$ cat src/rtl/multicycle_pkg.sv
// Shared types and encodings for the multicycle RISC-V control FSM.
package multicycle_pkg;

  typedef enum logic [3:0] {
    FETCH,
    DECODE,
    EXEC_R,
    R_WB,
    ADDR,
    MEM_RD,
    LD_WB,
    MEM_WR,
    BRANCH,
    TRAP
  } state_t;

  localparam logic [6:0] OP_RTYPE  = 7'b0110011;
  localparam logic [6:0] OP_LOAD   = 7'b0000011;
  localparam logic [6:0] OP_STORE  = 7'b0100011;
  localparam logic [6:0] OP_BRANCH = 7'b1100011;

  localparam logic [1:0] ALUOP_ADD   = 2'b00;
  localparam logic [1:0] ALUOP_SUB   = 2'b01;
  localparam logic [1:0] ALUOP_FUNCT = 2'b10;

  localparam logic [1:0] SRC_A_PC    = 2'b00;
  localparam logic [1:0] SRC_A_OLDPC = 2'b01;
  localparam logic [1:0] SRC_A_RS1   = 2'b10;

  localparam logic [1:0] SRC_B_RS2   = 2'b00;
  localparam logic [1:0] SRC_B_FOUR  = 2'b01;
  localparam logic [1:0] SRC_B_IMM   = 2'b10;

  // Moore (state-only) control outputs.
  typedef struct packed {
    logic       mem_req;
    logic       mem_we;
    logic       i_or_d;
    logic       pc_src;
    logic       reg_write;
    logic       mem_to_reg;
    logic       fault;
    logic [1:0] alu_src_a;
    logic [1:0] alu_src_b;
    logic [1:0] alu_op;
  } ctrl_t;

  // Moore output decode for a given state; anything not listed stays 0.
  function automatic ctrl_t moore_outs(input state_t s);
    ctrl_t c;
    c = '0;
    case (s)
      FETCH: begin
        c.mem_req   = 1'b1;
        c.alu_src_a = SRC_A_PC;
        c.alu_src_b = SRC_B_FOUR;
        c.alu_op    = ALUOP_ADD;
      end
      DECODE: begin
        c.alu_src_a = SRC_A_OLDPC;
        c.alu_src_b = SRC_B_IMM;
        c.alu_op    = ALUOP_ADD;
      end
      EXEC_R: begin
        c.alu_src_a = SRC_A_RS1;
        c.alu_src_b = SRC_B_RS2;
        c.alu_op    = ALUOP_FUNCT;
      end
      R_WB:   c.reg_write = 1'b1;
      ADDR: begin
        c.alu_src_a = SRC_A_RS1;
        c.alu_src_b = SRC_B_IMM;
        c.alu_op    = ALUOP_ADD;
      end
      MEM_RD: begin
        c.mem_req = 1'b1;
        c.i_or_d  = 1'b1;
      end
      LD_WB: begin
        c.reg_write  = 1'b1;
        c.mem_to_reg = 1'b1;
      end
      MEM_WR: begin
        c.mem_req = 1'b1;
        c.mem_we  = 1'b1;
        c.i_or_d  = 1'b1;
      end
      BRANCH: begin
        c.alu_src_a = SRC_A_RS1;
        c.alu_src_b = SRC_B_RS2;
        c.alu_op    = ALUOP_SUB;
        c.pc_src    = 1'b1;
      end
      TRAP:    c.fault = 1'b1;
      default: c = '0;
    endcase
    return c;
  endfunction

endpackage

$ cat src/rtl/multicycle_control_mem_wait_timer.sv
// Memory wait watchdog: down-counter reloaded whenever the FSM is not
// stalled on mem_ready, expiring on the TIMEOUT_CYCLES-th stalled cycle.
module mem_wait_timer #(
  parameter int unsigned TIMEOUT_CYCLES = 16,
  parameter int unsigned TCNT_W         = 5
) (
  input  logic clk,
  input  logic reset,
  input  logic waiting,
  output logic expired
);

  localparam logic [TCNT_W-1:0] TOP = TCNT_W'(TIMEOUT_CYCLES - 1);

  logic [TCNT_W-1:0] cnt;

  // Reload outside a stall (covers every state change), count down while stalled.
  always_ff @(posedge clk or posedge reset) begin
    if (reset) begin
      cnt <= TOP;
    end else if (!waiting) begin
      cnt <= TOP;
    end else if (cnt != '0) begin
      cnt <= cnt - TCNT_W'(1);
    end
  end

  assign expired = waiting && (cnt == '0);

endmodule

$ cat src/rtl/multicycle_control.sv
// Multicycle RISC-V control FSM: sequences fetch/decode/execute/memory/
// writeback over a shared datapath. Optional memory wait timeout is built
// when WAIT_TIMEOUT_EN is defined; otherwise memory waits are unbounded.
module multicycle_control
  import multicycle_pkg::*;
#(
  parameter int unsigned TIMEOUT_CYCLES = 16,
  parameter int unsigned TCNT_W         = 5
) (
  input  logic       clk,
  input  logic       reset,
  input  logic [6:0] opcode,
  input  logic       zero,
  input  logic       mem_ready,
  output logic       mem_req,
  output logic       mem_we,
  output logic       i_or_d,
  output logic       ir_write,
  output logic       pc_write,
  output logic       pc_src,
  output logic       reg_write,
  output logic       mem_to_reg,
  output logic [1:0] alu_src_a,
  output logic [1:0] alu_src_b,
  output logic [1:0] alu_op,
  output logic       fault
);

  if ((TIMEOUT_CYCLES == 0) || ((2 ** TCNT_W) <= TIMEOUT_CYCLES)) begin : g_param_check
    $error("multicycle_control: TCNT_W too narrow for TIMEOUT_CYCLES");
  end

  state_t state, nxt;
  ctrl_t  ctrl_q;
  logic   is_store;
  logic   in_wait;
  logic   timeout;

  assign in_wait = (state == FETCH) || (state == MEM_RD) || (state == MEM_WR);

`ifdef WAIT_TIMEOUT_EN
  mem_wait_timer #(
    .TIMEOUT_CYCLES(TIMEOUT_CYCLES),
    .TCNT_W        (TCNT_W)
  ) u_timer (
    .clk    (clk),
    .reset  (reset),
    .waiting(in_wait && !mem_ready),
    .expired(timeout)
  );
`else
  assign timeout = 1'b0;
`endif

  // Next-state selection; a completed handshake always beats a timeout.
  always_comb begin
    nxt = state;
    unique case (state)
      FETCH: begin
        if (mem_ready)    nxt = DECODE;
        else if (timeout) nxt = TRAP;
      end
      DECODE: begin
        case (opcode)
          OP_RTYPE:          nxt = EXEC_R;
          OP_LOAD, OP_STORE: nxt = ADDR;
          OP_BRANCH:         nxt = BRANCH;
          default:           nxt = TRAP;
        endcase
      end
      EXEC_R: nxt = R_WB;
      R_WB:   nxt = FETCH;
      ADDR:   nxt = is_store ? MEM_WR : MEM_RD;
      MEM_RD: begin
        if (mem_ready)    nxt = LD_WB;
        else if (timeout) nxt = TRAP;
      end
      LD_WB:  nxt = FETCH;
      MEM_WR: begin
        if (mem_ready)    nxt = FETCH;
        else if (timeout) nxt = TRAP;
      end
      BRANCH: nxt = FETCH;
      TRAP:   nxt = TRAP;
      default: nxt = TRAP;
    endcase
  end

  // State, registered Moore outputs, and the load/store flag captured in DECODE
  // (opcode is only trusted in DECODE, so ADDR uses the captured flag).
  always_ff @(posedge clk or posedge reset) begin
    if (reset) begin
      state    <= FETCH;
      ctrl_q   <= moore_outs(FETCH);
      is_store <= 1'b0;
    end else begin
      state  <= nxt;
      ctrl_q <= moore_outs(nxt);
      if (state == DECODE) is_store <= (opcode == OP_STORE);
    end
  end

  assign mem_req    = ctrl_q.mem_req;
  assign mem_we     = ctrl_q.mem_we;
  assign i_or_d     = ctrl_q.i_or_d;
  assign pc_src     = ctrl_q.pc_src;
  assign reg_write  = ctrl_q.reg_write;
  assign mem_to_reg = ctrl_q.mem_to_reg;
  assign alu_src_a  = ctrl_q.alu_src_a;
  assign alu_src_b  = ctrl_q.alu_src_b;
  assign alu_op     = ctrl_q.alu_op;
  assign fault      = ctrl_q.fault;

  // Handshake-qualified strobes; held low during reset so nothing commits.
  assign ir_write = !reset && (state == FETCH) && mem_ready;
  assign pc_write = !reset && (((state == FETCH) && mem_ready) ||
                               ((state == BRANCH) && zero));

endmodule
$ cat config.mk
export PLATFORM = sky130hd
export DESIGN_NAME = multicycle_control
export DESIGN_NICKNAME = d
export VERILOG_FILES = /design/src/rtl/multicycle_pkg.sv /design/src/rtl/multicycle_control_mem_wait_timer.sv /design/src/rtl/multicycle_control.sv
export SDC_FILE = /design/constraint.sdc
export NUM_CORES = 1
export LEC_CHECK = 0
export ABC_AREA = 1
export BUFFER_PORTS_ARGS = -buffer_cell sky130_fd_sc_hd__buf_4
export CORE_UTILIZATION = 39
export DETAILED_ROUTE_END_ITERATION = 10
export HOLD_SLACK_MARGIN = 0.1
export PLACE_DENSITY = 0.77
export SYNTH_ARGS = -nofsm -noshare
export SYNTH_HDL_FRONTEND = slang
export SYNTH_SLANG_ARGS = --single-unit
$ cat constraint.sdc
create_clock -name clk -period 1.2 [get_ports clk]
set_input_delay 0.06 -clock clk [delete_from_list [all_inputs] [get_ports clk]]
set_output_delay 0.06 -clock clk [all_outputs]
set_load 0.01 [all_outputs]
==> results by group, run 1 <==
Status
  • Run status: finished with violations
  • Failing checks: setup timing

Worst setup path
  • Delay-heaviest family, CP: simple AND/OR/NAND/NOR gates
  • Critical-path top delay cell: dfrtp_2
  • Most common cell type on the critical path: nand2_1
  • CP Capture Type: register
  • Crit start category: register
  • Worst EP required: 1.39 ns
  • Crit-path cells: buf_4, nor2_2, nand2_1, nand2_1, clkinv_1, nand3_2, inv_1, and3_1
  • Type of the worst setup path: reg2reg
  • Arr. time, crit path: 1.66 ns
  • Largest stage delay, worst path: 0.43 ns
  • Critical Path Fanout Max: 5
  • Critical path buffers and inverters: 3

Clock network
  • Max clock buf depth: 2
  • Worst-Skew Late Latency: 0.30 ns
  • Clk sinks: 17
  • Max H-tree Level: 1
  • CTS tree: built
  • Root buf cell: clkbuf_4
  • CTS Buf Count: 3
  • CTS clk-pin slew, worst paths: 0.10 ns

Timing
  • RSZ-0062 raised after global routing: true
  • Fin. Hold Viols: 0
  • Final setup violation count: 11
  • Slew HR: 0.851
  • Final Cycle Share: 1.23
  • Worst slew pin tran: 0.221 ns
  • Fin worst setup slack: -0.277 ns
  • Tmin final: 1.48 ns
  • Clock skew: 0.00992 ns
  • Max Clk Rate: 677 MHz
  • Final Max Slew Viols: 0

Power and ir drop
  • Power Total: 0.000960 W
  • Power Density: 689 mW/mm2
  • Peak VDD IR: 0.553 mV
  • Leak Pwr: 0.748 nW

Synthesis
  • Seq cells post-synth: 17
  • Synth Instances: 96
  • Synthesis warning total: 0
  • Sequential share of the synthesized area: 0.523
  • Cell Area, Synth: 818 um2
  • Post-Syn Nets: 107
  • Synth Area per Inst: 8.52 um2
  • Post-synth cell types: 20

Cells and area
  • Biggest register: state
  • Max reg flops: 4
  • Final net count: 162
  • Fin area: 0.00139 mm2
  • Area growth, synth to finish: 70.2%
  • Share of cells above drive strength 1: 0.567
  • Inserted Diodes: 0

Route
  • DR iter-0 viols: 21
  • Vias per std cell: 4.89
  • Final ANT Viol Nets: 0
  • Vias post-DR: 866
  • First-pass DRT Iterations: 4
  • Wire per inst: 14.3 um
  • Residual DRC: 0
  • Detailed Route WL: 2.53 mm

Floorplan
  • Die ar.: 0.00229 mm2
  • Die H: 47.8 um
  • Row count: 16
  • Ports: 26
  • Horiz. Die Dim: 47.8 um
  • Initial core utilization: 0.417
  • Core ar.: 0.00196 mm2

GRT
  • Total GRT Usage: 0.212
  • Initial antenna violation count: 0
  • Largest net degree at the start of global routing: 18
  • Vias in the first global route: 791
  • First-pass GRT wire length: 3.24 mm
  • Gr ovfl total: 0

Place
  • Hpwl dp: 1.34 mm
  • Post-DP Area: 0.00114 mm2
  • Buffers on Ports: 25
  • Gpl congestion: 0.800

Hold path
  • HP Class: in2reg

Job
  • Max cap viols: 0
## worst min-delay path: stages
cell,delay (ns)
buf_4,0.09
nor2_1,0.06
nand3_2,0.09
buf_6,0.10
inv_2,0.02
## Yosys cell counts
cell type | number | area [um2]
nand2_1 | 22 | 82.6
dfrtp_1 | 15 | 375
inv_1 | 14 | 52.6
nor2_2 | 7 | 43.8
nor2_1 | 6 | 22.5
nand2_2 | 5 | 31.3
nand3_1 | 5 | 25.0
nand3_2 | 4 | 40.0
o21ai_0 | 3 | 15.0
and3_1 | 2 | 12.5
dfstp_2 | 2 | 52.6
inv_2 | 2 | 7.51
nor3_1 | 2 | 10.0
buf_4 | 1 | 7.51
clkinv_1 | 1 | 3.75
nand3b_1 | 1 | 7.51
nand4_1 | 1 | 6.26
nor2_4 | 1 | 11.3
o21ai_1 | 1 | 5.00
o22ai_1 | 1 | 6.26
## layer usage
| layer | up-vias | global-route usage | wire [um] |
|---|---|---|---|
| li1 | 404 | - | - |
| met1 | 418 | 0.247 | 974 |
| met2 | 34 | 0.354 | 1360 |
| met3 | 10 | 0.0264 | 107 |
| met4 | 0 | 0.156 | 94 |
| met5 | - | 0 | 0 |
## cell usage in the layout (no fill, tap or decap), types with 3 or more instances in the layout
cell,n
nand2_1,21
nand3_2,5
o21ai_0,3
nand3_1,4
buf_6,6
dfrtp_1,13
dlygate4sd3_1,4
nand2_2,3
inv_1,10
buf_4,41
nor2_2,3
nor2_1,5
clkbuf_4,3
inv_2,5
nor2_4,6
## final cells by class
class | instances | area, um2
clock buffer | 4 | 26.3
fill | 140 | 569
inverter | 17 | 71.3
multi-input combinational | 61 | 415
sequential | 17 | 430
tap | 27 | 33.8
timing repair buffer | 51 | 415
## where the power goes
| group | total (W) | switching [W] | leakage (nW) | internal (W) |
|---|---|---|---|---|
| logic | 0.0000774 | 0.0000379 | 0.525 | 0.0000395 |
| clock network | 0.000309 | 0.000180 | 0.0150 | 0.000129 |
| registers | 0.000573 | 0 | 0.209 | 0.000573 |
## logic make-up (layout without fill, tap and decap cells)
| logic type | Yosys count | in the layout | share of synthesized area |
|---|---|---|---|
| DFF | 17 | 17 | 0.523 |
| AOI/OAI and AO/OA | 5 | 5 | 0.0321 |
| and+or+nand+nor | 56 | 56 | 0.358 |
| buffers and inverters | 18 | 72 | 0.0872 |
## repair_timing
action	in CTS	in global routing
buffers inserted	6	2
pin swaps	5	5
gates resized for setup	9	23
hold endpoints to repair	21	0
hold buffers	4	0
setup endpoints to repair	7	15
## worst paths after layout
check	startpoint	depth (start not counted)	end	slack [ns]
max	state[0]	8	fault	-0.28
min	opcode[6]	5	alu_op[1]	0.15
max reg2reg	state[0]	8	fault	-0.28
min reg2reg	is_store	2	is_store	0.60
max in group asynchronous	reset	4	alu_src_b[0]	0.60
min in group asynchronous	reset	4	alu_src_b[1]	0.34
## metrics by stage
step,setup TNS (ns),worst slack (ns),hold slack [ns],std cells,utilization
2_1_floorplan,-0.0191,-0.0191,-0.00730,96,-
3_3_place_gp,-0.280,-0.105,0.119,161,0.582
3_5_place_dp,-0.386,-0.136,0.130,161,0.582
4_1_cts,-0.901,-0.184,0.144,175,0.658
5_1_grt,-2.44,-0.332,0.157,177,0.710
6_report,-1.66,-0.277,0.154,177,0.710
No activity file was read; power rests on OpenSTA's default activity.
==> run 2, diff against run 1 <==
--- a/config.mk
+++ b/config.mk
@@ -6,11 +6,12 @@
 export NUM_CORES = 1
 export LEC_CHECK = 0
 export ABC_AREA = 1
-export BUFFER_PORTS_ARGS = -buffer_cell sky130_fd_sc_hd__buf_4
-export CORE_UTILIZATION = 39
+export CORE_UTILIZATION = 53
 export DETAILED_ROUTE_END_ITERATION = 10
+export DONT_BUFFER_PORTS = 1
 export HOLD_SLACK_MARGIN = 0.1
-export PLACE_DENSITY = 0.77
+export PLACE_DENSITY = 0.82
+export SLEW_MARGIN = 20
 export SYNTH_ARGS = -nofsm -noshare
 export SYNTH_HDL_FRONTEND = slang
 export SYNTH_SLANG_ARGS = --single-unit
==> results by group, run 2 (same netlist as run 1, synthesis figures left out) <==
Status
  • Run status: finished with violations
  • Failing checks: setup timing

Cells and area
  • Final net count: 136 (-16%)
  • Commonest non-fill, non-tap cell in the layout: nand2_1
  • Area growth, synth to finish: 43.0%
  • Inserted Diodes: 0 (unchanged)
  • Fin area: 0.00117 mm2 (-16%)
  • Most frequent cells in the layout: 17 x nand2_1, 15 x buf_4, 13 x dfrtp_1, 12 x inv_1, 9 x nand2_2
  • Share of cells above drive strength 1: 0.484 (-0.0828)
  • Max reg flops: 4 (unchanged)
  • Biggest register: state

Timing
  • Tmin final: 1.38 ns (-0.0999 ns)
  • Final Cycle Share: 1.15 (-0.0832)
  • Clock skew: 0.00393 ns (-0.00599 ns)
  • RSZ-0062 raised after global routing: true
  • Fin worst setup slack: -0.177 ns (+0.0999 ns)
  • Hold slack final: 0.0682 ns (-0.0855 ns)
  • Max Clk Rate: 726 MHz (+7.3%)
  • Fin. Hold Viols: 0 (unchanged)
  • Final setup violation count: 7 (-4)
  • Final Max Slew Viols: 0 (unchanged)
  • Setup TNS Final: -0.856 ns (+0.804 ns)
  • Worst slew pin tran: 0.260 ns (+0.0388 ns)
  • Slew HR: 0.826 (-0.0249)

Worst setup path
  • Type of the worst setup path: reg2reg
  • Crit start category: register
  • Worst EP required: 1.39 ns (about the same)
  • CP Capture Type: register
  • Worst R2R End: fault
  • Reg-to-reg startpoint: state[3]
  • Arr. time, crit path: 1.56 ns (-0.10 ns)
  • Worst reg-to-reg path cell count: 7 (-1)
  • FF-to-FF setup slack: -0.18 ns (+0.10 ns)
  • Critical Path Fanout Max: 4 (-1)

GRT
  • Largest net degree at the start of global routing: 18 (unchanged)
  • Total GRT Usage: 0.269 (+0.0567)
  • Vias in the first global route: 670 (-15%)
  • Gr ovfl total: 0 (unchanged)
  • First-pass GRT wire length: 2.82 mm (-13%)
  • Initial antenna violation count: 0 (unchanged)

Clock network
  • Hold bufs inserted after CTS: 7 (+3)
  • Worst-Skew Late Latency: 0.29 ns (about the same)
  • CTS Buf Count: 3 (unchanged)
  • Max clock buf depth: 2 (unchanged)
  • Clk sinks: 17 (unchanged)
  • CTS clk-pin slew, worst paths: 0.09 ns (about the same)
  • CTS tree: built
  • Max H-tree Level: 1 (unchanged)
  • Root buf cell: clkbuf_4

Route
  • First-pass DRT Iterations: 4 (unchanged)
  • Vias per std cell: 5.36 (+9.5%)
  • Wire per inst: 14.4 um (+0.68%)
  • Residual DRC: 0 (unchanged)
  • Final ANT Viol Nets: 0 (unchanged)
  • Detailed Route WL: 2.00 mm (-21%)
  • DR iter-0 viols: 33 (+57%)
  • Vias post-DR: 745 (-14%)

Power and ir drop
  • Power Density: 796 mW/mm2 (+15%)
  • Peak VDD IR: 0.658 mV (+19%)
  • Leak Pwr: 0.600 nW (-20%)

Hold path
  • Hold path depth: 5 (unchanged)
  • Startpoint of the worst hold path: opcode[3]
  • WHS Endpoint: alu_op[0]
  • HP Class: in2reg

Floorplan
  • Ports: 26 (unchanged)
  • Initial core utilization: 0.599 (+0.182)
  • Core ar.: 0.00137 mm2 (-30%)
  • Die H: 41.3 um (-14%)
  • Row count: 13 (-3)
  • Die ar.: 0.00170 mm2 (-25%)
  • Horiz. Die Dim: 41.3 um (-14%)

Place
  • Gpl congestion: 0.811 (+1.4%)
  • Hpwl dp: 1.18 mm (-12%)
  • Buffers on Ports: 0 (-100%)
  • Post-DP Area: 932 um2 (-18%)
  • Pre-CTS setup slack: -0.149 ns (-0.0130 ns)

Job
  • Max cap viols: 0 (unchanged)
-- run 2: changes by cell type in the layout (fill, tap and decap cells not counted), sizes merged --
cell	change
dlygate4sd3	+3
buf	-29
-- run 2: how the worst max path moves through the flow --
stage                  start           end  slack, ns  cells after the start
floorplan           state[3]         fault      -0.02                      7
finish              state[3]         fault      -0.18                      7
global route        state[0]       mem_req      -0.23                      9
global placement    state[0]         fault      -0.12                      7
detailed placement  state[0]  alu_src_b[0]      -0.15                      9
CTS                 state[1]      pc_write      -0.14                      4
-- run 2: stage by stage --
step,util,total power [W],std cells
after floorplan,-,0.000609,96
after global placement,0.682,0.000615,123
after detailed placement,0.682,0.000617,123
after CTS,0.822,0.000931,139
after global routing,0.856,0.000972,139
final,0.856,0.000931,139
-- run 2: cell type report --
class                   instances  area (um2)
multi-input cells              61         413
flip-flops and latches         17         430
inverters                      17        65.1
clock buffers                   4        26.3
well taps                      15        18.8
fillers                        73         196
repair buffers                 25         216
-- run 2: where the power goes --
group | internal [W] | total [W] | switching [W]
clock | 0.000129 | 0.000298 | 0.000169
combinational | 0.0000260 | 0.0000600 | 0.0000341
sequential | 0.000573 | 0.000573 | 0
-- run 2: routing by layer --
layer	share of wire	GRT usage	vias to the layer above	routed length, um
li1	-	-	351	-
met1	0.43	0.302	350	867
met2	0.49	0.473	39	990
met3	0.049	0.0691	5	99
met4	0.022	0.121	0	44
met5	0	0	-	0
-- run 2: timing repair --
action	4_1_cts	5_1_grt
resized for setup	15	14
setup endpoints to repair	9	12
endpoints found under the hold margin	29	1
buffers inserted	5	0
pin swaps	7	6
-- run 2: critical path, stage by stage, from the launching register on --
cell      delay (ns)
dfrtp_2         0.47
nor2_4          0.18
nand3_1         0.17
nand2_2         0.12
clkinv_2        0.06
nand3_2         0.08
inv_1           0.04
and3_4          0.15
